--- src/rtl/vector_store_sequencer.sv ---
// Vector store sequencer: captures one multi-lane ALU result and writes its
// enabled lanes to byte-wide data memory in ascending lane order.
module vector_store_sequencer #(
  parameter int LANES  = 16,
  parameter int LANE_W = 8,
  parameter int ADDR_W = 12
) (
  input  logic                      clk,
  input  logic                      rst_n,
  input  logic                      vec_valid,
  output logic                      vec_ready,
  input  logic [LANES*LANE_W-1:0]   vec_data,
  input  logic [ADDR_W-1:0]         vec_base,
  input  logic [LANES-1:0]          lane_mask,
  output logic                      mem_we,
  input  logic                      mem_ready,
  output logic [ADDR_W-1:0]         mem_addr,
  output logic [LANE_W-1:0]         mem_wdata,
  output logic                      busy,
  output logic                      done
);

  localparam int IDX_W = (LANES > 1) ? $clog2(LANES) : 1;

  typedef enum logic [1:0] {
    S_IDLE,
    S_WRITE,
    S_DONE
  } state_t;

  state_t                    r_state;
  state_t                    w_next;
  logic [LANES*LANE_W-1:0]   r_data;
  logic [ADDR_W-1:0]         r_base;
  logic [LANES-1:0]          r_pending;

  logic [IDX_W-1:0]          w_cur;
  logic                      w_found;
  logic [LANE_W-1:0]         w_wdata;
  logic [LANES-1:0]          w_cur_onehot;
  logic [LANES-1:0]          w_remaining;
  logic                      w_accept;
  logic                      w_complete;

  // Lowest pending lane; all outputs derive from registers so they hold while stalled.
  always_comb begin
    w_cur   = '0;
    w_found = 1'b0;
    w_wdata = '0;
    for (int unsigned i = 0; i < LANES; i++) begin
      if (r_pending[i] && !w_found) begin
        w_cur   = IDX_W'(i);
        w_found = 1'b1;
        w_wdata = r_data[i*LANE_W +: LANE_W];
      end
    end
  end

  assign w_cur_onehot = {{(LANES-1){1'b0}}, 1'b1} << w_cur;
  assign w_remaining  = r_pending & ~w_cur_onehot;
  assign w_accept     = vec_valid && (r_state == S_IDLE);
  assign w_complete   = (r_state == S_WRITE) && mem_ready;

  always_ff @(posedge clk) begin
    if (!rst_n) begin
      r_state <= S_IDLE;
    end else begin
      r_state <= w_next;
    end
  end

  always_comb begin
    w_next = r_state;
    case (r_state)
      S_IDLE: begin
        if (w_accept) begin
          w_next = (lane_mask != '0) ? S_WRITE : S_DONE;
        end
      end
      S_WRITE: begin
        if (w_complete && (w_remaining == '0)) begin
          w_next = S_DONE;
        end
      end
      S_DONE:  w_next = S_IDLE;
      default: w_next = S_IDLE;
    endcase
  end

  always_ff @(posedge clk) begin
    if (!rst_n) begin
      r_data    <= '0;
      r_base    <= '0;
      r_pending <= '0;
    end else if (w_accept) begin
      r_data    <= vec_data;
      r_base    <= vec_base;
      r_pending <= lane_mask;
    end else if (w_complete) begin
      r_pending <= w_remaining;
    end
  end

  assign vec_ready = (r_state == S_IDLE);
  assign mem_we    = (r_state == S_WRITE);
  assign mem_addr  = r_base + ADDR_W'(w_cur);
  assign mem_wdata = w_wdata;
  assign busy      = (r_state == S_WRITE) || (r_state == S_DONE);
  assign done      = (r_state == S_DONE);

endmodule

--- config.mk ---
export PLATFORM = sky130hd
export DESIGN_NAME = vector_store_sequencer
export DESIGN_NICKNAME = d
export VERILOG_FILES = /design/src/rtl/vector_store_sequencer.sv
export SDC_FILE = /design/constraint.sdc
export NUM_CORES = 1
export LEC_CHECK = 0
export CAP_MARGIN = 10
export CORE_MARGIN = 3
export CORE_UTILIZATION = 51
export DETAILED_ROUTE_END_ITERATION = 12
export PLACE_DENSITY = 0.83
export SLEW_MARGIN = 20
export SYNTH_ARGS = -nofsm -noshare
export SYNTH_HDL_FRONTEND = slang
export SYNTH_SLANG_ARGS = --single-unit
export TNS_END_PERCENT = 100
--- constraint.sdc ---
create_clock -name clk -period 4.9 [get_ports clk]
set_clock_uncertainty 0.2 [all_clocks]
set_input_delay 1.225 -clock clk [delete_from_list [all_inputs] [get_ports clk]]
set_output_delay 1.225 -clock clk [all_outputs]
set_load 0.01 [all_outputs]
# [Word-level counts from Yosys, hierarchy flattened]
# Index checks and enable logic that the tools add are counted.
[word_totals] regBits=158 input_bits=160
[classes] n_addsub=1 n_eq_ne=4 shift=1 n_mux=52 n_bitwise=2 n_reduce_logical=39
[ops] cell="$mux W8" count=16
[ops] cell="$mux W4" count=14
[ops] cell="$mux W16" count=2
[ops] cell="$logic_and A1 B1 Y1" count=18
[ops] cell="$and A16 B16 Y16" count=1
[ops] cell="$logic_not A16 Y1" count=1
[ops] cell="$mux W1" count=16
[ops] cell="$not A16 Y16" count=1
[ops] cell="$reduce_bool A16 Y1" count=1
[ops] cell="$shl A1 B4 Y16 const A" count=1
[ops] cell="$logic_not A1 Y1" count=15
[ops] cell="$add A12 B4 Y12" count=1
[ops] cell="$mux W2" count=3
[ops] cell="$ne A2 B1 Y1 const B" count=2
[ops] cell="$pmux W2 S2" count=1
[ops] cell="$eq A2 B1 Y1 const B" count=1
[ops] cell="$eq A2 B2 Y1 const B" count=1
[ops] cell="$logic_not A2 Y1" count=1
[ops] cell="$reduce_and A2 Y1" count=1
[ops] cell="$reduce_bool A2 Y1" count=1
[ops] cell="$logic_or A1 B1 Y1" count=1

# [Depth between registers and ports, before layout]
[depth] ltp_word=53 depth_mapped=16

# [Worst setup path before layout]
# Ideal clock, no wire load.
[synth_timing] kind="flip-flop to output port" startpoint="register r_pending[5]" endpoint="output port mem_addr[8]" t_arrival_ns=3.039 path_slack_ns=0.436 stages_incl_launch_ff=16 path_buffers=2 path_cell_list="dfxtp_1 > buf_6 > or4_1 > nor3_2 > and3_1 > buf_2 > a2111oi_0 > nand2_1 > ha_1 > inv_1 > fa_1 > nor2b_1 > o21ai_0 > nand2b_1 > nand3_1 > xnor2_1"
[synth_via] elab_chain_len=33 elab_cells_between_ends=43 cone_classes="add/sub: 1; mux: 21; reduce/logical: 21"
[synth_lines] element="from (decl)" line="35" text="logic [LANES-1:0] r_pending;"
[synth_lines] element="from (signal assigned)" line="98" text="r_pending <= lane_mask;"
[synth_lines] element="from (signal assigned)" line="100" text="r_pending <= w_remaining;"
[synth_lines] element="$logic_and A1 B1 Y1 (*)" line="51" text="if (r_pending[i] && !w_found) begin"
[synth_lines] element="$mux W1" line="51"
[synth_lines] element="$logic_not A1 Y1" line="51"
[synth_lines] element="$logic_and A1 B1 Y1" line="51"
[synth_lines] element="$mux W1" line="51"
[synth_lines] element="$logic_not A1 Y1" line="51"
[synth_lines] element="$logic_and A1 B1 Y1" line="51"
[synth_lines] element="$mux W1" line="51"
[synth_lines] element="[... 17 more ...]"
[synth_lines] element="$mux W1" line="51"
[synth_lines] element="$logic_not A1 Y1" line="51"
[synth_lines] element="$logic_and A1 B1 Y1" line="51"
[synth_lines] element="$mux W1" line="51"
[synth_lines] element="$logic_not A1 Y1" line="51"
[synth_lines] element="$logic_and A1 B1 Y1" line="51"
[synth_lines] element="$mux W4 (*)" line="51"
[synth_lines] element="$add A12 B4 Y12 (*)" line="106" text="assign mem_addr = r_base + ADDR_W'(w_cur);"
[synth_lines] element="to (decl)" line="17" text="output logic [ADDR_W-1:0] mem_addr,"
# Mark *: on every way between the ends. The rest lies on a longest branch, timed or not.

# [Worst setup path in the final report]
[layout_timing] startpoint="register r_pending[1]" endpoint="output port mem_addr[2]"
[layout_via] elab_chain_len=45 elab_cells_between_ends=59 cone_classes="add/sub: 1; mux: 29; reduce/logical: 29"
[layout_lines] element="$logic_and A1 B1 Y1 (*)" line="51"
[layout_lines] element="$mux W1" line="51"
[layout_lines] element="$logic_not A1 Y1" line="51"
[layout_lines] element="$logic_and A1 B1 Y1" line="51"
[layout_lines] element="$mux W1" line="51"
[layout_lines] element="$logic_not A1 Y1" line="51"
[layout_lines] element="$logic_and A1 B1 Y1" line="51"
[layout_lines] element="$mux W1" line="51"
[layout_lines] element="[... 29 more ...]"
[layout_lines] element="$mux W1" line="51"
[layout_lines] element="$logic_not A1 Y1" line="51"
[layout_lines] element="$logic_and A1 B1 Y1" line="51"
[layout_lines] element="$mux W1" line="51"
[layout_lines] element="$logic_not A1 Y1" line="51"
[layout_lines] element="$logic_and A1 B1 Y1" line="51"
[layout_lines] element="$mux W4 (*)" line="51"
[layout_lines] element="$add A12 B4 Y12 (*)" line="106"
# Marked as above.

==> impl_metrics.yaml <==
routing:
  post_drt_wl_per_cell_um: 17.5
  wl_met1_mm: 10.7
  top_layer: "met4"
  num_vias: 7756
  wl_met2_mm: 11.1
  wirelength_mm: 24.1
  drtIter0Drc: 753
  dr_wl_met3_mm: 1.86
  ant_nets: 0
  drcViolationCount: 0
  dr.pass1.iters: 5
  routed_via_density: 5.62
logic_synthesis:
  yosys.area.top_type: "dfxtp_1"
  synth_edf_count: 0
  synth_area_mm2: 0.00787
  synth_ff_type: "dfxtp_1"
  synth_nets: 1182
  netlist_instances: 1014
  synth_top_area_share_pct: 40.2
  yosysWarningCount: 0
  ys_ff_latch: 158
  yosys-top-cells-count: "nand2_1, a21boi_0, dfxtp_1, clkbuf_1, o21ai_0"
  yosys-top-cells-area: "dfxtp_1, nand2_1, a21boi_0"
  syn_avg_cell_area_um2: 7.76
  ys_async_sr_fraction_pct: 0
  synth.most_common_cell: "nand2_1"
  post_synth_num_cell_types: 59
  seq_area_frac_synth_pct: 40.2
clocking:
  clock_path_buffers: 2
  clockRootBuffer: "clkbuf_16"
  clk_latency_ns: 0.42
  cts.sink_count: 158
  cts-buffers-inserted: 17
  cts_hold_buffers: 0
  cts_tree: "yes"
  htree_levels: 4
  clkSlewWorstSetupHoldPaths_ns: 0.06
finish:
  multi_input_area_mm2: 0.00438
  nets: 1350
  regArea_mm2: 0.00317
  fill_cells: 1213
  syn_to_final_growth_pct: 34.7
  layout-drive-gt1-share_pct: 9.71
  design_area_mm2: 0.0106
  diodes: 0
global_route:
  grt_pass1_vias: 7305
  grt_max_degree: 107
  grt_pass1_wl_mm: 37.3
  antenna_found_initial: 0
  track_usage_pct: 27.9
  grt_remaining_overflow: 0
critical_path:
  worst_ep_required_time_ns: 3.47
  slowest_delay_ns: 0.57
  cp_cell_sequence: "or4_4, or3_4, nor2_4, a2111oi_2, nand2_1, ha_2, inv_1, fa_2, buf_4, xnor2_1, clkdlybuf4s50_1"
  crit_slowest_cell: "or4_4"
  start_kind: "flop"
  end_kind: "output port"
  cp_max_fo: 4
  crit_arrival_ns: 3.41
  worstSetupPathType: "reg -> out"
sta:
  slew_violations: 0
  max_freq_mhz: 207
  min_period_ns: 4.84
  finalCritPeriodShare_pct: 98.7
  hold_viol: 0
  holdWs_ns: 0.265
  setup_viol_count_final: 0
  tightestPinTransition_ns: 0.885
  max-slew-margin-rel_pct: 41.0
floorplanning:
  fp.dieH_um: 130
  die_x_um: 130
  die_area_mm2: 0.0169
  rows: 44
  io_pins: 184
  core-area_mm2: 0.0148
  start_util_pct: 53.1
placed_design:
  placed_area_mm2: 0.00986
  dp_hpwl_mm: 17.1
  numPortBuffers: 183
  gp_congestion: 0.925
worst_hold_path:
  min_path_type: "reg -> reg"
power:
  powerDensity_mw_per_mm2: 493
  p_leak_nw: 3.99
  vdd_drop_max_mv: 0.303
job:
  max_cap_violations: 0
outcome:
  status: "completed"
cells in the final DEF, fill, tap and decap left out, types with 11 or more instances in the layout:
master | netlist | layout
nand2_1 | 332 | 330
o211ai_1 | 13 | 13
a31oi_1 | 11 | 11
clkbuf_16 | 0 | 17
inv_1 | 15 | 15
a22oi_1 | 11 | 11
nor2_1 | 21 | 20
nor3_1 | 11 | 11
clkdlybuf4s50_1 | 0 | 174
o21ai_0 | 25 | 23
a21oi_1 | 20 | 19
buf_4 | 0 | 45
dfxtp_1 | 158 | 156
nand3_1 | 17 | 16
nor2b_1 | 12 | 12
a21boi_0 | 158 | 158
kinds of logic (layout without fill, tap and decap cells):
| group | count (synthesis) | in the layout | synth area share (%) |
|---|---|---|---|
| adder cells (fa/ha/maj) | 8 | 8 | 1.37 |
| multiplexers | 2 | 2 | 0.286 |
| buffers and inverters | 97 | 278 | 4.95 |
| AO/OA/AOI/OAI | 298 | 298 | 27.8 |
| AND/OR/NAND/NOR | 441 | 441 | 24.3 |
| flip-flops | 158 | 158 | 40.2 |
| XOR/XNOR | 10 | 10 | 1.11 |
area by class of cell:
cell class	instances	share of cell area, %
timing repair buffer	231	20.7
clock buffer	20	4.40
tap	184	2.17
clock inverter	12	0.957
sequential	158	29.9
inverter	15	0.531
multi-input combinational	759	41.3
worst paths after layout:
| path | slack, ns | cells after the start | end | startpoint |
|---|---|---|---|---|
| worst min register to register | 0.26 | 2 | r_data[72] | r_data[72] |
| worst max register to register | 2.25 | 7 | r_state[1] | r_pending[1] |
| worst max-delay path | 0.06 | 11 | mem_addr[2] | r_pending[1] |
| worst min-delay path | 0.26 | 2 | r_data[72] | r_data[72] |
state kept, by name, indices dropped and copies added, names as in the netlist:
| name | count |
|---|---|
| r_pending | 16 |
| r_state | 2 |
| r_base | 12 |
| r_data | 128 |
per-stage QoR:
stage	cells	setup WS (ns)	utilization, %	TNS [ns]	total power, mW
after floorplan	1014	0.436	-	0	2.97
after global placement	1332	-0.0439	66.6	-0.0877	3.82
after detailed placement	1332	-0.0353	66.6	-0.0653	3.84
after CTS	1372	0.000505	71.0	0	5.16
after global routing	1379	-0.0220	71.5	-0.0727	5.52
final	1379	0.0638	71.5	0	5.23
per-layer routing:
layer	vias to the layer above	global-route usage, %
met2	327	44.3
met4	0	9.29
li1	3837	-
met3	36	5.16
met1	3556	38.5
met5	-	0
report_power, final:
part	switching, mW	internal, mW
registers	0.175	1.54
logic	1.28	0.981
clock network	0.561	0.700
what timing repair did:
item                                    in CTS  in global routing
buffers inserted                             8                  7
gates resized for setup                     15                 26
hold endpoints to repair                     0                  0
pin swaps                                    5                  5
endpoints found under the setup margin      10                  8
critical path: cells and delay by family, from the launching register on:
| kind | cells | cell delay [ns] |
|---|---|---|
| and+or+nand+nor | 4 | 1.18 |
| buffers and inverters | 3 | 0.77 |
| adders and majority gates | 2 | 0.52 |
| DFF | 1 | 0.32 |
| xor gates and xnor gates | 1 | 0.14 |
| AOI/OAI and AO/OA | 1 | 0.07 |
No activity file was read; power rests on OpenSTA's default activity.
